File: src/rtl/vmod1_cfg_pkg.sv
// Shared types and defaults for the frame-aligned config write scheduler.
package vmod1_cfg_pkg;
  localparam int AW_DEF         = 15;
  localparam int DW_DEF         = 32;
  localparam int FRAME_BASE_DEF = 1024;
  localparam int CNT_W_DEF      = 16;

  typedef enum logic [1:0] {
    ST_IDLE       = 2'd0,
    ST_WAIT_FRAME = 2'd1,
    ST_ISSUE      = 2'd2
  } state_t;
endpackage

File: src/rtl/vmod1_cfg_sched_rr_arb2.sv
// Two-input round-robin arbiter; bit 0 is requester A, bit 1 is requester B.
module rr_arb2 (
  input  logic       clk,
  input  logic       reset_n,
  input  logic       en,
  input  logic [1:0] req,
  input  logic       accept,
  output logic [1:0] gnt
);
  // Set when B should win the next contention; reset favours A.
  logic prefer_b;

  always_comb begin
    gnt = 2'b00;
    if (en) begin
      if (req == 2'b11) gnt = prefer_b ? 2'b10 : 2'b01;
      else              gnt = req;
    end
  end

  always_ff @(posedge clk or negedge reset_n) begin
    if (!reset_n)    prefer_b <= 1'b0;
    else if (accept) prefer_b <= gnt[0];
  end
endmodule

File: src/rtl/vmod1_cfg_sched.sv
// Arbitrates two config-write requesters onto the emulator local bus, deferring
// frame-region writes (addr >= frame_base) to the cycle after the next frame pulse.
module vmod1_cfg_sched
  import vmod1_cfg_pkg::*;
#(
  parameter int aw         = AW_DEF,
  parameter int dw         = DW_DEF,
  parameter int frame_base = FRAME_BASE_DEF,
  parameter int cnt_w      = CNT_W_DEF
) (
  input  logic             clk,
  input  logic             reset_n,
  input  logic             frame,
  input  logic             a_valid,
  output logic             a_ready,
  input  logic [aw-1:0]    a_addr,
  input  logic [dw-1:0]    a_data,
  input  logic             b_valid,
  output logic             b_ready,
  input  logic [aw-1:0]    b_addr,
  input  logic [dw-1:0]    b_data,
  output logic [aw-1:0]    lb_addr,
  output logic [dw-1:0]    lb_data,
  output logic             lb_write,
  output logic             busy,
  output logic [cnt_w-1:0] wr_count
);
  localparam int unsigned FB = frame_base;

  state_t         state;
  logic [1:0]     req, gnt;
  logic           accept, sel_defer;
  logic [aw-1:0]  sel_addr, hold_addr;
  logic [dw-1:0]  sel_data, hold_data;

  assign req = {b_valid, a_valid};

  rr_arb2 u_arb (
    .clk     (clk),
    .reset_n (reset_n),
    .en      (state == ST_IDLE),
    .req     (req),
    .accept  (accept),
    .gnt     (gnt)
  );

  assign a_ready   = gnt[0];
  assign b_ready   = gnt[1];
  assign accept    = |(gnt & req);
  assign sel_addr  = gnt[1] ? b_addr : a_addr;
  assign sel_data  = gnt[1] ? b_data : a_data;
  assign sel_defer = (32'(sel_addr) >= FB);
  assign busy      = (state != ST_IDLE);

  // lb_write is raised on entry to ISSUE so the strobe lands in the ISSUE cycle.
  always_ff @(posedge clk or negedge reset_n) begin
    if (!reset_n) begin
      state     <= ST_IDLE;
      hold_addr <= '0;
      hold_data <= '0;
      lb_addr   <= '0;
      lb_data   <= '0;
      lb_write  <= 1'b0;
      wr_count  <= '0;
    end else begin
      lb_write <= 1'b0;
      case (state)
        ST_IDLE: if (accept) begin
          hold_addr <= sel_addr;
          hold_data <= sel_data;
          if (sel_defer) begin
            state <= ST_WAIT_FRAME;
          end else begin
            state    <= ST_ISSUE;
            lb_write <= 1'b1;
            lb_addr  <= sel_addr;
            lb_data  <= sel_data;
            wr_count <= wr_count + cnt_w'(1);
          end
        end
        ST_WAIT_FRAME: if (frame) begin
          state    <= ST_ISSUE;
          lb_write <= 1'b1;
          lb_addr  <= hold_addr;
          lb_data  <= hold_data;
          wr_count <= wr_count + cnt_w'(1);
        end
        ST_ISSUE: state <= ST_IDLE;
        default:  state <= ST_IDLE;
      endcase
    end
  end
endmodule
File: config.mk
export PLATFORM = sky130hd
export DESIGN_NAME = vmod1_cfg_sched
export DESIGN_NICKNAME = d
export VERILOG_FILES = /design/src/rtl/vmod1_cfg_pkg.sv /design/src/rtl/vmod1_cfg_sched_rr_arb2.sv /design/src/rtl/vmod1_cfg_sched.sv
export SDC_FILE = /design/constraint.sdc
export NUM_CORES = 1
export LEC_CHECK = 0
export BUFFER_PORTS_ARGS = -buffer_cell sky130_fd_sc_hd__buf_2
export CAP_MARGIN = 0
export CORE_MARGIN = 10
export CORE_UTILIZATION = 49
export DETAILED_ROUTE_END_ITERATION = 10
export PLACE_DENSITY = 0.78
export SLEW_MARGIN = 25
export SYNTH_ARGS = -nofsm -noshare
export SYNTH_HDL_FRONTEND = slang
export SYNTH_SLANG_ARGS = --single-unit
File: constraint.sdc
create_clock -name clk -period 5.5 [get_ports clk]
set_clock_uncertainty 0.15 [all_clocks]
set_input_delay 0.275 -clock clk [delete_from_list [all_inputs] [get_ports clk]]
set_output_delay 0.275 -clock clk [all_outputs]
set_load 0.05 [all_outputs]
# ---- Word level (Yosys, flattened, before mapping)
# Index checks and enable logic that the tools add are counted.
dict set report word_totals {
  regBits 114
  input_bits 99
}
dict set report op_classes {
  n_addsub 1
  n_lt_le_gt_ge 1
  reduce_logical 7
  n_bitwise 1
  mux 25
  eq_ne 5
}
# op count
set op_table {}
lappend op_table {{$mux W32} 4}
lappend op_table {{$pmux W32 S2} 1}
lappend op_table {{$mux W15} 4}
lappend op_table {{$mux W16} 3}
lappend op_table {{$pmux W16 S2} 1}
lappend op_table {{$pmux W15 S2} 1}
lappend op_table {{$add A16 B1 Y16 const B} 1}
lappend op_table {{$ge A15 B11 Y1 const B} 1}
lappend op_table {{$mux W2} 6}
lappend op_table {{$ne A2 B2 Y1 const B} 3}
lappend op_table {{$pmux W2 S2} 1}
lappend op_table {{$reduce_and A2 Y1} 2}
lappend op_table {{$reduce_and A4 Y1} 1}
lappend op_table {{$reduce_bool A2 Y1} 2}
lappend op_table {{$mux W1} 3}
lappend op_table {{$and A2 B2 Y2} 1}
lappend op_table {{$eq A2 B1 Y1 const B} 1}
lappend op_table {{$eq A2 B2 Y1 const B} 1}
lappend op_table {{$logic_not A2 Y1} 1}
lappend op_table {{$pmux W1 S2} 1}
lappend op_table {{$reduce_or A2 Y1} 1}

# ---- Longest topological paths before layout
dict set report depth {
  word_depth 8
  ltp_mapped 7
}

# ---- Modules after synthesis
# From an unflattened synthesis, not the netlist that was laid out.
dict set report hier_totals {
  cells_unflattened 552
  area_unflattened_um2 5246.3
}
# mod area_per_inst_um2 n_inst cells_per_inst
set modules_own_cells {}
lappend modules_own_cells {vmod1_cfg_sched 5181.2 1 544}
lappend modules_own_cells {rr_arb2 65.1 1 8}

# ---- Worst setup path after synthesis
# Ideal clock, no wire load.
dict set report synth_path {
  path_kind {register -> register}
  startpoint {reg wr_count[4]}
  endpoint {reg wr_count[14]}
  t_arrival_ns 1.787
  n_path_buf 1
  setup_ns 0.128
  slack_ns 3.435
  path_stages_with_launch 7
  cell_sequence {dfrtp_1 -> clkbuf_1 -> and4_1 -> and2_1 -> and3_1 -> mux2i_1 -> nand3_1}
}
dict set report synth_between {
  elab_chain_len 4
  elab_cells_between_ends 5
  cone_classes {add/sub: 1; mux: 4}
}
# item line_no
set synth_rtl {}
lappend synth_rtl {{start, declared} vmod1_cfg_sched.sv:26} ;# output logic [cnt_w-1:0] wr_count
lappend synth_rtl {{start signal, assigned} vmod1_cfg_sched.sv:78} ;# wr_count <= wr_count + cnt_w'(1);
lappend synth_rtl {{start signal, assigned} vmod1_cfg_sched.sv:86} ;# wr_count <= wr_count + cnt_w'(1);
lappend synth_rtl {{$add A16 B1 Y16 *} {vmod1_cfg_sched.sv:78, vmod1_cfg_sched.sv:86}}
lappend synth_rtl {{$mux W16} vmod1_cfg_sched.sv:71} ;# if (sel_defer) begin
lappend synth_rtl {{$mux W16} vmod1_cfg_sched.sv:68} ;# ST_IDLE: if (accept) begin
lappend synth_rtl {{$pmux W16 S2 *} vmod1_cfg_sched.sv:67} ;# case (state)
# Mark *: on every way between the ends. The rest lies on a longest branch, timed or not. The select of a mux whose other input is x is not followed.
# A chain may end at the register's enable or synchronous reset.

# ---- Worst setup path after layout
dict set report layout_path {
  startpoint {reg state[0]}
  endpoint {reg lb_addr[7]}
}
dict set report layout_between {
  elab_chain_len 6
  elab_cells_between_ends 15
  cone_classes {order compare: 1; eq/ne: 4; mux: 5; bitwise: 1; reduce/logical: 4}
}
# item line_no
set layout_rtl {}
lappend layout_rtl {{start, declared} vmod1_cfg_sched.sv:30} ;# state_t state;
lappend layout_rtl {{start signal, assigned} vmod1_cfg_sched.sv:58} ;# state <= ST_IDLE;
lappend layout_rtl {{start signal, assigned} vmod1_cfg_sched.sv:72} ;# state <= ST_WAIT_FRAME;
lappend layout_rtl {{start signal, assigned} vmod1_cfg_sched.sv:74} ;# state <= ST_ISSUE;
lappend layout_rtl {{$logic_not A2 Y1} {vmod1_cfg_sched.sv:41, vmod1_cfg_sched.sv:67}}
lappend layout_rtl {{$mux W2} vmod1_cfg_sched_rr_arb2.sv:15} ;# if (en) begin
lappend layout_rtl {{$mux W15 or $and A2 B2 Y2 (tied branches)} {vmod1_cfg_sched.sv:50, vmod1_cfg_sched.sv:49}}
lappend layout_rtl {{$ge A15 B11 Y1, or another cell as far along} vmod1_cfg_sched.sv:52} ;# assign sel_defer = (32'(sel_addr) >= FB);
lappend layout_rtl {{$ne A2 B2 Y1 (no line) or $mux W15 (tied branches)} --}
lappend layout_rtl {{$reduce_and A4 Y1 (no line) or $pmux W15 S2 (tied branches)} --}
lappend layout_rtl {{end signal, assigned} vmod1_cfg_sched.sv:76} ;# lb_addr <= sel_addr;
lappend layout_rtl {{end signal, assigned} vmod1_cfg_sched.sv:84} ;# lb_addr <= hold_addr;
lappend layout_rtl {{end, declared} vmod1_cfg_sched.sv:22} ;# output logic [aw-1:0] lb_addr,
# Several ways; a longest one is shown, not always the timed one. The select of a mux whose other input is x is not followed.

==> metrics.md <==
| Metric | Value |
|---|---|
| Nets | 806 |
| Critical path endpoint category | register |
| Clk_lat worst skew | 0.41 ns |
| Failing checks | design-rule violations |
| TNS Setup | 0 ns |
| Reg2reg setup slack | 1.77 ns |
| Worst stage delay on the critical path | 0.72 ns |
| #FFs+latches synth | 114 |
| Chip height | 127.4 um |
| Clock Tree Root | clkbuf_16 |
| First-pass DRT Iterations | 8 |
| Max Buffers Root-to-Sink | 2 |
| Synthesized net count | 654 |
| Mapped cell area | 5649 um^2 |
| Max frequency | 267.8 MHz |
| RSZ-0062 raised after global routing | no |
| Routed WL per cell | 17.31 um |
| CTS Sinks | 114 |
| Yosys warning count | 0 |
| Worst path depth | 6 |
| Worst hold slack | 0.05111 ns |
| Tmin final | 3.735 ns |
| GP Congestion | 0.8501 |
| WP buf/inv | 1 |
| Final standard cell area without fillers | 7134 um^2 |
| Layout cells sized above 1 | 34.63% |
| Crit path DAT | 3.84 ns |
| Clk slew on worst S/H paths | 0.05 ns |
| Synthesis-to-layout area growth | 26.29% |
| Cell Chain, Critical Path | nor2_2, nand3_4, mux2_2, a21oi_4, buf_4, a221oi_1 |
| PD cells | 662.1 nW/um^2 |
| Register area share after synthesis | 50.50% |
| Cts bufs inserted | 17 |
| Worst-margin pin slew | 0.9362 ns |
| Avg Inst Size Synth | 10.20 um^2 |
| Slew headroom | 37.58% |
| Post-DP HPWL | 10.46 mm |
| Pwr Total | 4.724 mW |
| Cells on worst reg2reg path | 6 |
| Crit path capture | lb_addr[7] |
| Post_cts resized | 0 |
| Yosys cell types | 47 |
| CP startpoint | state[0] |
| CORE AREA | 11,370 um^2 |
| Setup bufs post-CTS | 0 |
| Critical-path maximum fanout | 50 |
| Worst setup SP type | register |
| Reg2reg start | state[0] |
| Max-slew violations | 0 |
| Initial antenna violation count | 0 |
| Cells after synthesis | 554 |
| Final antenna-violating net count | 0 |
| Synth Flop Type | dfrtp_1 |
| Tot GR Track Use | 18.69% |
| DP Area | 6530 um^2 |
| Vias | 4,772 |
| DR DRC count | 1 |
| Initial Util | 49.69% |
| Fin. Hold Viols | 0 |
| Routed vias/inst | 5.536 |
| Width of the die | 127.4 um |
| Htree depth | 4 |
| Final period utilization | 67.91% |
| Async S/R FF share, synth | 100.0% |
| Vias in the first global route | 5,042 |
| Port buffer count | 165 |
| Overflow after GRT | 0 |
| Reg2reg end | lb_addr[7] |
| Outcome | finished with violations |
| Full die area | 16,220 um^2 |
| Hold Path Class | in -> reg |
| CP Class | reg -> reg |
| Max Cap Violations | 0 |
| Drt initial violations | 530 |
| EDFF count, synth | 0 |
| First-pass GRT wire length | 25.01 mm |
| # diodes | 0 |
| Cts hold-fix bufs | 1 |
| Pin count of the biggest net entering global routing | 103 |
| CP delay by family, top | simple AND/OR/NAND/NOR gates |
| FP Rows | 39 |
| # IOs | 166 |
| Final setup fails | 0 |
| Worst EP required | 5.61 ns |
| CP max stage cell | nand3_4 |
| CTS tree | yes |
| Max rail drop VDD | 0.5728 mV |
| Final wirelength | 14.92 mm |
| Leak pwr | 3.668 nW |
flip-flops by register name, summed over array words and instances (netlist names):
| signal | cells |
|---|---|
| u_arb.prefer_b | 1 |
| lb_write | 1 |
| state | 2 |
| wr_count | 16 |
| hold_addr | 15 |
| lb_addr | 15 |
| hold_data | 32 |
| lb_data | 32 |
area by class of cell:
cell class,instances,area [um^2]
fillers,912,4235
flip-flops and latches,114,2853
multi-input cells,355,2456
repair buffers,171,875.8
clock buffers,20,456.7
well taps,143,178.9
inverters,47,176.4
clock inverters,12,137.6
worst reg2reg max path, cell delays in order, from the launching register on:
cell and delay [ns]:
dfrtp_1 0.40, nor2_2 0.27, nand3_4 0.72, mux2_2 0.69
a21oi_4 0.58, buf_4 0.57, a221oi_1 0.20
per-stage QoR:
step	std cells	setup WS, ns	util, %
detailed placement	829	1.693	57.43
CTS	862	1.699	62.75
global placement	829	1.833	57.43
finish	862	1.765	62.75
floorplan	554	3.435	-
global route	862	1.488	62.75
worst min-delay path by stage:
stage               start            end  slack [ns]  depth (start not counted)
3_3_place_gp      reset_n   wr_count[11]        0.13                          1
3_5_place_dp      reset_n   wr_count[11]        0.14                          1
6_report       b_addr[14]  hold_addr[14]        0.05                          3
2_1_floorplan     reset_n   hold_addr[0]       -0.17                          0
4_1_cts             frame       state[0]        0.04                          4
5_1_grt        b_addr[10]  hold_addr[10]        0.06                          3
synthesized netlist by cell type, types with 2 or more instances:
library cell / n / area share, %
or4_1: 4 / 0.53
nor2b_1: 3 / 0.33
o31a_1: 4 / 0.62
and4_1: 2 / 0.31
mux2i_1: 48 / 8.5
a21oi_1: 10 / 0.89
a221oi_2: 38 / 10
buf_4: 3 / 0.40
nor2_1: 54 / 3.6
nand3_1: 15 / 1.3
dfrtp_1: 114 / 50
o211ai_1: 6 / 0.80
or2_2: 2 / 0.22
buf_6: 4 / 0.80
a31oi_1: 2 / 0.22
a221oi_1: 4 / 0.62
xor2_1: 2 / 0.31
o21ai_0: 52 / 4.6
nand4_1: 4 / 0.44
clkbuf_1: 19 / 1.3
xnor2_1: 5 / 0.78
and3_1: 4 / 0.44
inv_1: 46 / 3.1
nor2_2: 2 / 0.22
buf_2: 7 / 0.62
nor3_1: 7 / 0.62
nand2_1: 69 / 4.6
buf_1: 5 / 0.33
report_power, final:
| part | internal [mW] | switching (mW) |
|---|---|---|
| logic | 0.635 | 1.52 |
| clock network | 0.728 | 0.372 |
| registers | 1.23 | 0.242 |
cells in the final DEF, fill, tap and decap left out, types with 2 or more instances in the layout:
cell / count
a21oi_1: 10
a221oi_1: 4
a221oi_2: 38
a31oi_1: 2
and3_1: 4
and4_1: 2
buf_2: 164
buf_4: 6
bufinv_16: 3
clkbuf_16: 17
clkbuf_8: 2
clkinv_2: 8
dfrtp_1: 114
inv_1: 46
mux2i_1: 48
nand2_1: 69
nand3_1: 14
nand4_1: 4
nor2_1: 54
nor2b_1: 3
nor3_1: 7
o211ai_1: 6
o21ai_0: 51
o31a_1: 4
or2_2: 2
or4_1: 4
xnor2_1: 5
xor2_1: 2
per-layer routing:
metal  track usage, %  up-vias  part of all wire, %
met5                0        -                    0
met4            6.162        0                  1.2
met3            6.121       23                  8.7
met2            30.22      202                   49
met1            23.08     2290                   42
li1                 -     2257                    -
cell families (layout without fill, tap and decap cells):
logic type,Yosys count,in the layout,synth area share [%]
AO/OA/AOI/OAI,124,124,19.16
XOR/XNOR,7,7,1.085
adder cells (fa/ha/maj),1,1,0.2214
buffers and inverters,85,250,6.534
flip-flops,114,114,50.50
multiplexers,51,51,9.147
AND/OR/NAND/NOR,172,172,13.36
Power figures use the tool's default switching activity.
